## config.mk

```make
export PLATFORM = sky130hd
export DESIGN_NAME = interrupt_arbiter
export DESIGN_NICKNAME = d
export VERILOG_FILES = /design/src/rtl/interrupt_arbiter.sv
export SDC_FILE = /design/constraint.sdc
export NUM_CORES = 1
export LEC_CHECK = 0
export CAP_MARGIN = 5
export CORE_UTILIZATION = 42
export CTS_CLUSTER_SIZE = 25
export DETAILED_ROUTE_END_ITERATION = 7
export PLACE_DENSITY = 0.75
export SYNTH_ARGS = -nofsm -noshare
export SYNTH_HDL_FRONTEND = slang
export SYNTH_SLANG_ARGS = --single-unit
```

## constraint.sdc

```tcl
create_clock -name clk -period 1.35 [get_ports clk]
set_input_delay 0.135 -clock clk [delete_from_list [all_inputs] [get_ports clk]]
set_output_delay 0.135 -clock clk [all_outputs]
set_load 0.01 [all_outputs]
```

## src/rtl/interrupt_arbiter.sv

```systemverilog
// rtl/interrupt_arbiter.sv - rising-edge interrupt collector with req/ack/eoi hand-off
//
// Purpose:
//   Latches rising edges on the raw interrupt lines as pending bits. It gates the
//   pending bits with the per-source mask and the global interrupt enable, then
//   picks one winner. The winner is offered to the interrupt sequencer over a
//   req/ack handshake. While a handler runs, no new request is raised until the
//   handler's RTI pulses end-of-interrupt.
//
// Ports:
//   clk        in   1        clock, rising edge
//   rst        in   1        asynchronous active-high reset
//   irq        in   NUM_SRC  raw interrupt lines (rising-edge sensitive)
//   gie        in   1        global interrupt enable
//   mask_we    in   1        mask write strobe
//   mask_wdata in   NUM_SRC  new mask value (1 = source enabled)
//   int_ack    in   1        sequencer accepts the current request
//   eoi        in   1        end of interrupt (RTI completion)
//   int_req    out  1        request to the sequencer (registered)
//   int_vec    out  VEC_W    index of the requesting / serviced source
//   in_service out  1        a handler is running
//   pending    out  NUM_SRC  pending-latch contents
//   mask       out  NUM_SRC  current mask register
//
// Configuration:
//   ROUND_ROBIN_EN  When defined, the winner search starts one past the last
//                   acknowledged source and wraps around. When undefined, fixed
//                   priority applies and the lowest index wins.
//
// Parameter constraints: NUM_SRC in 2..8, NUM_SRC <= 2**VEC_W.

module interrupt_arbiter #(
  parameter int NUM_SRC = 4,
  parameter int VEC_W   = 2
) (
  input  logic               clk,
  input  logic               rst,
  input  logic [NUM_SRC-1:0] irq,
  input  logic               gie,
  input  logic               mask_we,
  input  logic [NUM_SRC-1:0] mask_wdata,
  input  logic               int_ack,
  input  logic               eoi,
  output logic               int_req,
  output logic [VEC_W-1:0]   int_vec,
  output logic               in_service,
  output logic [NUM_SRC-1:0] pending,
  output logic [NUM_SRC-1:0] mask
);

  localparam logic [1:0] IDLE    = 2'd0;
  localparam logic [1:0] REQ     = 2'd1;
  localparam logic [1:0] SERVICE = 2'd2;

  logic [1:0]         state_q,      state_d;
  logic [NUM_SRC-1:0] irq_d_q;
  logic [NUM_SRC-1:0] pending_q,    pending_d;
  logic [NUM_SRC-1:0] mask_q,       mask_d;
  logic               int_req_q,    int_req_d;
  logic [VEC_W-1:0]   int_vec_q,    int_vec_d;
  logic               in_service_q, in_service_d;

  logic [NUM_SRC-1:0] irq_rise;
  logic [NUM_SRC-1:0] eligible;
  logic [NUM_SRC-1:0] vec_onehot;
  logic               ack_fire;
  logic [VEC_W-1:0]   winner;

  // A line held high through reset release shows up as one edge on the first
  // clock, because irq_d_q comes out of reset as zero.
  assign irq_rise = irq & ~irq_d_q;

  // Masked sources keep latching pending. The mask and gie only decide whether
  // a source can be selected.
  assign eligible = gie ? (pending_q & mask_q) : '0;

  assign ack_fire = (state_q == REQ) && int_ack;

  always_comb begin
    vec_onehot = '0;
    for (int i = 0; i < NUM_SRC; i++) begin
      vec_onehot[i] = (int_vec_q == VEC_W'(i));
    end
  end

`ifdef ROUND_ROBIN_EN
  logic [VEC_W-1:0] rr_ptr_q, rr_ptr_d;
  logic [VEC_W-1:0] win_hi, win_any;
  logic             hi_hit;

  // Wrap-around search done as two passes. The first pass takes the lowest
  // eligible index at or above the pointer. If nothing qualifies there, the
  // second pass wraps to the lowest eligible index overall. Scanning downward
  // means the last hit is the lowest index.
  always_comb begin
    win_hi  = '0;
    win_any = '0;
    hi_hit  = 1'b0;
    for (int i = NUM_SRC - 1; i >= 0; i--) begin
      if (eligible[i]) begin
        win_any = VEC_W'(i);
        if (VEC_W'(i) >= rr_ptr_q) begin
          win_hi = VEC_W'(i);
          hi_hit = 1'b1;
        end
      end
    end
    winner = hi_hit ? win_hi : win_any;
  end

  // The pointer moves only when a request is accepted. It then points one
  // past the source that was just acknowledged.
  always_comb begin
    rr_ptr_d = rr_ptr_q;
    if (ack_fire) begin
      if (int_vec_q == VEC_W'(NUM_SRC - 1)) begin
        rr_ptr_d = '0;
      end else begin
        rr_ptr_d = int_vec_q + VEC_W'(1);
      end
    end
  end

  always_ff @(posedge clk or posedge rst) begin
    if (rst) begin
      rr_ptr_q <= '0;
    end else begin
      rr_ptr_q <= rr_ptr_d;
    end
  end
`else
  // Fixed priority: scan downward so the lowest eligible index is written last.
  always_comb begin
    winner = '0;
    for (int i = NUM_SRC - 1; i >= 0; i--) begin
      if (eligible[i]) begin
        winner = VEC_W'(i);
      end
    end
  end
`endif

  // Pending update. At ack, the serviced bit is cleared before the new edges
  // are OR-ed in. A fresh edge on the serviced line in the same cycle therefore
  // survives.
  always_comb begin
    pending_d = pending_q & ~(ack_fire ? vec_onehot : '0);
    pending_d = pending_d | irq_rise;
  end

  always_comb begin
    mask_d = mask_we ? mask_wdata : mask_q;
  end

  always_comb begin
    state_d      = state_q;
    int_req_d    = int_req_q;
    int_vec_d    = int_vec_q;
    in_service_d = in_service_q;
    case (state_q)
      IDLE: begin
        if (eligible != '0) begin
          int_vec_d = winner;
          int_req_d = 1'b1;
          state_d   = REQ;
        end
      end
      REQ: begin
        // Once raised, the request is frozen. Later edges, mask writes and
        // gie changes are ignored until the sequencer acknowledges it.
        if (int_ack) begin
          int_req_d    = 1'b0;
          in_service_d = 1'b1;
          state_d      = SERVICE;
        end
      end
      SERVICE: begin
        // Returning to IDLE here guarantees at least one idle edge before the
        // next request can be raised.
        if (eoi) begin
          in_service_d = 1'b0;
          state_d      = IDLE;
        end
      end
      default: begin
        state_d      = IDLE;
        int_req_d    = 1'b0;
        in_service_d = 1'b0;
      end
    endcase
  end

  always_ff @(posedge clk or posedge rst) begin
    if (rst) begin
      state_q      <= IDLE;
      irq_d_q      <= '0;
      pending_q    <= '0;
      mask_q       <= '1;
      int_req_q    <= 1'b0;
      int_vec_q    <= '0;
      in_service_q <= 1'b0;
    end else begin
      state_q      <= state_d;
      irq_d_q      <= irq;
      pending_q    <= pending_d;
      mask_q       <= mask_d;
      int_req_q    <= int_req_d;
      int_vec_q    <= int_vec_d;
      in_service_q <= in_service_d;
    end
  end

  assign int_req    = int_req_q;
  assign int_vec    = int_vec_q;
  assign in_service = in_service_q;
  assign pending    = pending_q;
  assign mask       = mask_q;

endmodule
```

==> summary.md, run 1 <==
| Metric | Value |
|---|---|
| Worst Path Required | 1.54 ns |
| Final Util | 0.702 |
| Die width | 43.4 um |
| Clock transition at path regs | 0.10 ns |
| Final global-route overflow total | 0 |
| Row count | 14 |
| Initial antenna violation count | 0 |
| Die Height | 43.4 um |
| Critical Path AT | 1.48 ns |
| Via/cell ratio | 5.01 |
| F_max | 775 MHz |
| Largest net degree at the start of global routing | 19 |
| GPL Wtd Cong | 0.775 |
| HP Class | input port to async pin |
| Clock skew | 0.00388 ns |
| Most frequent cells in the layout | dfrtp_1 (14), clkdlybuf4s50_1 (13), nand2_1 (10), o21ai_0 (8), buf_4 (8) |
| Syn Nets | 76 |
| Final setup vio count | 0 |
| Core region area | 1560 um2 |
| Clk_lat worst skew | 0.29 ns |
| Slew Limit Fails | 0 |
| Final period util | 0.956 |
| Port Buffers | 25 |
| Share of layout cells above drive strength 1 | 0.253 |
| Via count | 576 |
| Routed wire length | 1.42 mm |
| Antenna-violating nets left | 0 |
| Synthesis-to-finish area growth | 52.4% |
| Final hold slack | 0.151 ns |
| Mean Syn Cell Area | 11.6 um2 |
| Worst vdd ir | 0.00102 V |
| Syn. warnings | 0 |
| Die footprint | 1880 um2 |
| Violated checks | design-rule violations |
| DRT Pass-1 Iters | 6 |
| Slew margin rel. | 0.833 |
| Total power draw | 1870 uW |
| Wire per inst | 12.3 um |
| LEAKAGE | 0.000536 uW |
| Post-synthesis cell area | 718 um2 |
| Synth Register Bits | 18 |
| Commonest non-fill, non-tap cell in the layout | dfrtp_1 |
| PD cells | 1710 nW/um2 |
| Final net count | 114 |
| # clock sinks | 18 |
| First-pass GRT wire length | 2.34 mm |
| RSZ-0062 raised after global routing | false |
| Clk root buf | clkbuf_4 |
| Vias in the first global route | 550 |
| Critical path type | flip-flop to flip-flop |
| Initial Util | 0.461 |
| Final min period | 1.29 ns |
| GRT Util Overall | 0.176 |
| CTS tree | built |
| # hold bufs at CTS | 0 |
| Netlist cell types | 18 |
| Crit end category | flip-flop |
| CTS H-tree depth | 1 |
| Placed instance area | 1020 um2 |
| Final Cell Area | 1090 um2 |
| Sequential share of the synthesized area | 0.634 |
| Final Hold Vio Count | 0 |
| Startpoint Class | flip-flop |
| Detailed placer's ending HPWL | 1.06 mm |
| CTS Buffer Depth | 2 |
| DRC viols | 4 |
| Starting DRC count in detailed routing | 8 |
| Worst Path Max Fanout | 2 |
| Cells after synthesis | 62 |
| Max cap viols | 0 |
| Status | complete, but fails checks |
| Tightest Pin Transition | 0.248 ns |
| Io pins | 26 |
| Ant diodes | 0 |
| CTS buffer count | 3 |
[timing repair]
action | CTS | global route
resized for setup | 6 | 7
gates cloned | 0 | 0
setup buffers | 4 | 0
setup endpoints to repair | 9 | 7
[report_power, final]
| part | total (uW) | internal (uW) | switching [uW] |
|---|---|---|---|
| Sequential | 794 | 690 | 104 |
| Clock | 331 | 164 | 167 |
| Combinational | 748 | 433 | 315 |
| Total | 1870 | 1290 | 586 |
[worst paths after layout]
check                           cells past startpoint         end       start  slack [ns]
max in group asynchronous                           3     mask[3]         rst        0.95
worst min register to register                      1  pending[1]  irq_d_q[1]        0.42
worst max-delay path                                6  state_q[0]  pending[0]        0.06
worst min-delay path                                3  irq_d_q[1]         rst        0.15
worst max register to register                      6  state_q[0]  pending[0]        0.06
min in group clk                                    1  irq_d_q[1]      irq[1]        0.30
[cells in the mapped netlist]
cell type	instances	area share
a21o_2	1	0.012
a21oi_1	3	0.021
dfrtp_1	14	0.49
dfstp_2	4	0.15
inv_1	6	0.031
mux2_2	4	0.063
mux2_4	1	0.021
nand2_1	11	0.057
nand3_1	1	0.0070
nand3b_1	1	0.010
nand4b_1	1	0.012
nor2_1	1	0.0052
nor3b_1	1	0.010
nor3b_2	1	0.017
o21a_2	1	0.012
o21ai_0	8	0.056
o31ai_1	2	0.021
or2_1	1	0.0087
[stage by stage]
step	setup TNS [ns]	cells	setup WS, ns
floorplan	0	62	0.108
global placement	-0.0138	107	-0.0138
detailed placement	-0.0273	107	-0.0273
CTS	0	115	0.00677
global route	0	115	0.00968
finish	0	115	0.0593
[flip-flops by register name, summed over array words and instances, names as in the netlist]
register,cells
state_q,2
pending,4
irq_d_q,4
mask,4
in_service,1
int_req,1
int_vec,2
[per-layer routing]
metal | vias up | global-route usage | wire (um)
li1 | 288 | - | -
met1 | 272 | 0.231 | 626
met2 | 14 | 0.285 | 726
met3 | 2 | 0.0375 | 52
met4 | 0 | 0.0750 | 9
met5 | - | 0 | 0
[cell families (layout without fill, tap and decap cells)]
family	Yosys count	in the layout	synth area share
multiplexers	5	5	0.0836
AND/OR/NAND/NOR	18	18	0.129
buffers and inverters	6	43	0.0314
flip-flops	18	18	0.634
AO/OA/AOI/OAI	15	15	0.122
[critical path, stage by stage (launching register included)]
cell	delay, ns
dfrtp_1	0.39
buf_4	0.14
nand2_2	0.05
nand2_1	0.06
o21a_2	0.21
buf_4	0.13
or2_1	0.21
[layout make-up]
cell class,count,area (um2)
Fill cell,130,464
Sequential cell,18,455
Timing Repair Buffer,33,318
Multi-Input combinational cell,38,243
Clock buffer,4,36.3
Inverter,6,22.5
Tap cell,16,20.0
No activity file was read; power rests on OpenSTA's default activity.
==> run 2: changes to the inputs <==
CTS_CLUSTER_SIZE = 20   (was 25)
HOLD_SLACK_MARGIN = 0.03   (was not set)
TNS_END_PERCENT = 30   (was not set)
==> run 2 against run 1 <==
The flow still finishes with violations (design-rule violations). Power shrank 5.7%. Clock power about the same. Critical path depth is 2 lower. Wire length down 2.5%. Setup slack better by 0.020 ns. Sequential power rose by 4.4%. First-iteration DRC count increased by 75%. Utilization decreased by 2.8 points. Hold slack lost 0.0017 ns. Register-to-register slack improved by 0.02 ns. Final cell count down 3.5%. Largest cell class unchanged.
==> summary.md, run 2 (synthesis gave the netlist of run 1 again) <==
| Metric | Value |
|---|---|
| Final Hold Vio Count | 0 |
| Final min period | 1.27 ns |
| Status | complete, but fails checks |
| Worst Path Max Fanout | 3 |
| Final global-route overflow total | 0 |
| Crit end category | flip-flop |
| Share of layout cells above drive strength 1 | 0.211 |
| Die footprint | 1880 um2 |
| CTS H-tree depth | 1 |
| HP Class | input port to async pin |
| Clock transition at path regs | 0.10 ns |
| Initial antenna violation count | 0 |
| Critical path type | flip-flop to flip-flop |
| Critical Path AT | 1.45 ns |
| Vias in the first global route | 554 |
| Starting DRC count in detailed routing | 14 |
| Slew Limit Fails | 0 |
| Die Height | 43.4 um |
| CTS tree | built |
| Final net count | 110 |
| Initial Util | 0.461 |
| Clk_lat worst skew | 0.29 ns |
| Via/cell ratio | 5.03 |
| RSZ-0062 raised after global routing | false |
| Fin cells | 111 |
| CTS buffer count | 3 |
| # hold bufs at CTS | 0 |
| Final Cell Area | 1050 um2 |
| First-pass GRT wire length | 2.37 mm |
| # clock sinks | 18 |
| Core region area | 1560 um2 |
| Met3 usage in global routing | 0.0375 |
| Final period util | 0.941 |
| Io pins | 26 |
| Detailed placer's ending HPWL | 1.06 mm |
| GRT Util Overall | 0.177 |
| DRT Pass-1 Iters | 6 |
| Port Buffers | 25 |
| Startpoint Class | flip-flop |
| Ant diodes | 0 |
| Slew margin rel. | 0.834 |
| Largest net degree at the start of global routing | 19 |
| F_max | 787 MHz |
| Die width | 43.4 um |
| Via count | 558 |
| Clk root buf | clkbuf_4 |
| Clock skew | 0.00466 ns |
| TNS Setup | 0 ns |
| Row count | 14 |
| Violated checks | design-rule violations |
| Fillers | 137 |
| M1 GR Usage | 0.233 |
| Most frequent cells in the layout | dfrtp_1 (14), clkdlybuf4s50_1 (13), nand2_1 (11), dlygate4sd2_1 (9), o21ai_0 (8) |
| Max cap viols | 0 |
| Wire per inst | 12.4 um |
| Tightest Pin Transition | 0.247 ns |
| Placed insts | 107 |
| CTS Buffer Depth | 2 |
| GPL Wtd Cong | 0.775 |
| Final setup vio count | 0 |
| Worst Path Required | 1.53 ns |
| Synthesis-to-finish area growth | 46.3% |
| GRT busiest layer | met2 |
| PD cells | 1680 nW/um2 |
| Placed instance area | 1020 um2 |
| LEAKAGE | 0.000494 uW |
| DRC viols | 4 |
| Routed wire length | 1.38 mm |
| Met2 GRT Util | 0.285 |
| Antenna-violating nets left | 0 |
| Worst vdd ir | 0.000903 V |
| Commonest non-fill, non-tap cell in the layout | dfrtp_1 |
-- run 2: cell types whose count changed in the layout (fill, tap and decap cells not counted) --
cell	before	now
dlymetal6s2s_1	6	3
nand2_1	10	11
nand2_2	1	0
buf_4	8	4
dlygate4sd2_1	6	9
-- run 2: per-stage QoR --
stage | setup slack (ns) | total power, uW | hold WS (ns) | util
floorplan | 0.108 | 1120 | 0.0707 | -
global placement | -0.0138 | 1490 | 0.401 | 0.653
detailed placement | -0.0273 | 1510 | 0.412 | 0.653
CTS | 0.00677 | 1790 | 0.161 | 0.669
global route | 0.0223 | 1880 | 0.183 | 0.674
finish | 0.0793 | 1770 | 0.150 | 0.674
-- run 2: area by class of cell --
class	instances	area (um2)	share of cell area
inverter	6	22.5	0.0214
tap	16	20.0	0.0190
multi-input combinational	38	240	0.229
clock buffer	4	36.3	0.0345
timing repair buffer	29	277	0.263
sequential	18	455	0.433
-- run 2: worst paths after layout --
check | start | to | slack, ns | depth (start not counted)
worst max-delay path | mask[2] | int_vec[0] | 0.08 | 4
worst min-delay path | rst | irq_d_q[1] | 0.15 | 3
worst max register to register | mask[2] | int_vec[0] | 0.08 | 4
worst min register to register | irq_d_q[2] | pending[2] | 0.43 | 1
max in group asynchronous | rst | mask[3] | 0.95 | 3
min in group clk | irq[1] | irq_d_q[1] | 0.30 | 1
-- run 2: repair_timing --
item	CTS	global route
buffers inserted	0	0
setup endpoints to repair	9	3
cloned	0	0
resized for setup	9	3
-- run 2: report_power, final --
part           leakage [uW]  switching, uW  internal (uW)
sequential         0.000199            139            690
combinational      0.000273            260            346
clock             0.0000210            166            164
total              0.000494            566           1200
-- run 2: layer usage --
layer / part of all wire / wire length, um
met5: 0 / 0
met4: 0.014 / 19
met3: 0.036 / 50
met2: 0.49 / 670
met1: 0.46 / 639
-- run 2: critical path, stage by stage, from the launching register on --
cell and delay [ns]:
dfstp_2 0.55, nand2_1 0.07, nand2_1 0.09, o21a_2 0.15
mux2_4 0.29
==> run 3: changes to the inputs <==
CORE_MARGIN = 2   (was not set)
==> run 3 against run 2 <==
Flip-flop and latch count unchanged. The flow now finishes without violations. Wire length grew 3.7%. Largest cell class unchanged. Largest power group unchanged. Utilization unchanged. Hold slack improved by 0.0013 ns. Combinational power up 2%. Fmax fell by 1.3%. Power is 0.44% higher. Sequential power about the same. Clock power shrank 1%. First-iteration DRC count fell by 36%. Final area unchanged.
==> summary.md, run 3 (synthesis gave the netlist of run 1 again) <==
| Metric | Value |
|---|---|
| Final min period | 1.29 ns |
| PD cells | 1690 nW/um2 |
| Final global-route overflow total | 0 |
| Crit-path leading delay family | flip-flops |
| LEAKAGE | 0.000488 uW |
| Tightest Pin Transition | 0.224 ns |
| Final setup vio count | 0 |
| Critical path type | flip-flop to flip-flop |
| Slew margin rel. | 0.851 |
| Row count | 14 |
| Worst vdd ir | 0.00121 V |
| Total power draw | 1770 uW |
| Via/cell ratio | 5.16 |
| Final net count | 109 |
| Wire per inst | 13.0 um |
| Starting DRC count in detailed routing | 9 |
| Initial Util | 0.461 |
| Ant diodes | 0 |
| GPL Wtd Cong | 0.753 |
| Slowest CP cell | dfrtp_2 |
| Startpoint Class | flip-flop |
| Fillers | 134 |
| Crit end category | flip-flop |
| HP Class | input port to async pin |
| Die Height | 45.4 um |
| Clk_lat worst skew | 0.29 ns |
| Critical Path AT | 1.48 ns |
| Via count | 568 |
| Setup ws final | 0.0623 ns |
| Die footprint | 2060 um2 |
| Most frequent cells in the layout | dfrtp_1 (13), clkdlybuf4s50_1 (13), nand2_1 (11), dlygate4sd2_1 (9), o21ai_0 (8) |
| F_max | 777 MHz |
| Clk root buf | clkbuf_4 |
| Placed instance area | 1010 um2 |
| CTS buffer count | 3 |
| Final Hold Vio Count | 0 |
| RSZ-0062 raised after global routing | true |
| Core region area | 1560 um2 |
| TNS Setup | 0 ns |
| Io pins | 26 |
| Worst Path Required | 1.54 ns |
| Status | complete, no violations |
| Routed wire length | 1.43 mm |
| CTS tree | built |
| CTS H-tree depth | 1 |
| CTS Buffer Depth | 2 |
| First-pass GRT wire length | 2.42 mm |
| Vias in the first global route | 530 |
| Peak per-stage delay on the critical path | 0.47 ns |
| Worst slack at placement | -0.0874 ns |
| GRT Util Overall | 0.169 |
| Final period util | 0.954 |
| Post-CTS Setup Repair Bufs | 0 |
| Antenna-violating nets left | 0 |
| Synthesis-to-finish area growth | 46.3% |
| Slew Limit Fails | 0 |
| DRC viols | 0 |
| Max cap viols | 0 |
| # clock sinks | 18 |
| Worst-path cell chain | nor3b_4, o21a_2, mux2_4 |
| Clock skew | 0.00960 ns |
| Share of layout cells above drive strength 1 | 0.213 |
| Worst Path Max Fanout | 7 |
| Port Buffers | 25 |
| Die width | 45.4 um |
| Final Cell Area | 1050 um2 |
| DRT Pass-1 Iters | 4 |
| Clock transition at path regs | 0.11 ns |
| WP buf/inv | 0 |
| Initial antenna violation count | 0 |
| Largest net degree at the start of global routing | 19 |
| Detailed placer's ending HPWL | 1.07 mm |
==> run 3: where the power goes <==
group          total (uW)  switching [uW]  internal [uW]
clock                 326             162            164
sequential            830             137            693
combinational         618             276            342
total                1770             575           1200
==> run 3: metal layers <==
layer  share of wire  track usage
met5               0            0
met4          0.0091       0.0529
met3           0.054       0.0600
met2            0.50        0.260
met1            0.43        0.224
==> run 3: area by class of cell <==
cell class              instances  area, um2  share of cell area
clock buffers                   4       36.3              0.0345
inverters                       6       22.5              0.0214
multi-input cells              38        246               0.235
flip-flops and latches         18        457               0.435
well taps                      16       20.0              0.0190
repair buffers                 28        269               0.256
==> run 3: worst register-to-register path, cell delays in order, from the launching register on <==
cell,delay (ns)
dfrtp_2,0.47
nor3b_4,0.25
o21a_2,0.19
mux2_4,0.29
==> run 3: final timing paths <==
path	startpoint	endpoint	slack, ns	cells after the start
max	state_q[1]	int_vec[0]	0.06	3
min	rst	int_req	0.15	3
max reg2reg	state_q[1]	int_vec[0]	0.06	3
min reg2reg	irq_d_q[3]	pending[3]	0.42	1
max in group asynchronous	rst	mask[1]	0.93	3
min in group clk	irq[1]	irq_d_q[1]	0.31	1
==> run 3: timing repair <==
item / CTS / global route
resized for setup: 9 / 5
hold endpoints to repair: 0 / 0
setup endpoints to repair: 9 / 5
hold buffers: 0 / 0
==> run 3: through the flow <==
step                      hold slack (ns)  std cells   util
after detailed placement            0.417        106  0.648
final                               0.151        110  0.674
after global routing                0.151        110  0.674
after global placement              0.402        106  0.648
after floorplan                    0.0707         62      -
after CTS                           0.162        110  0.665
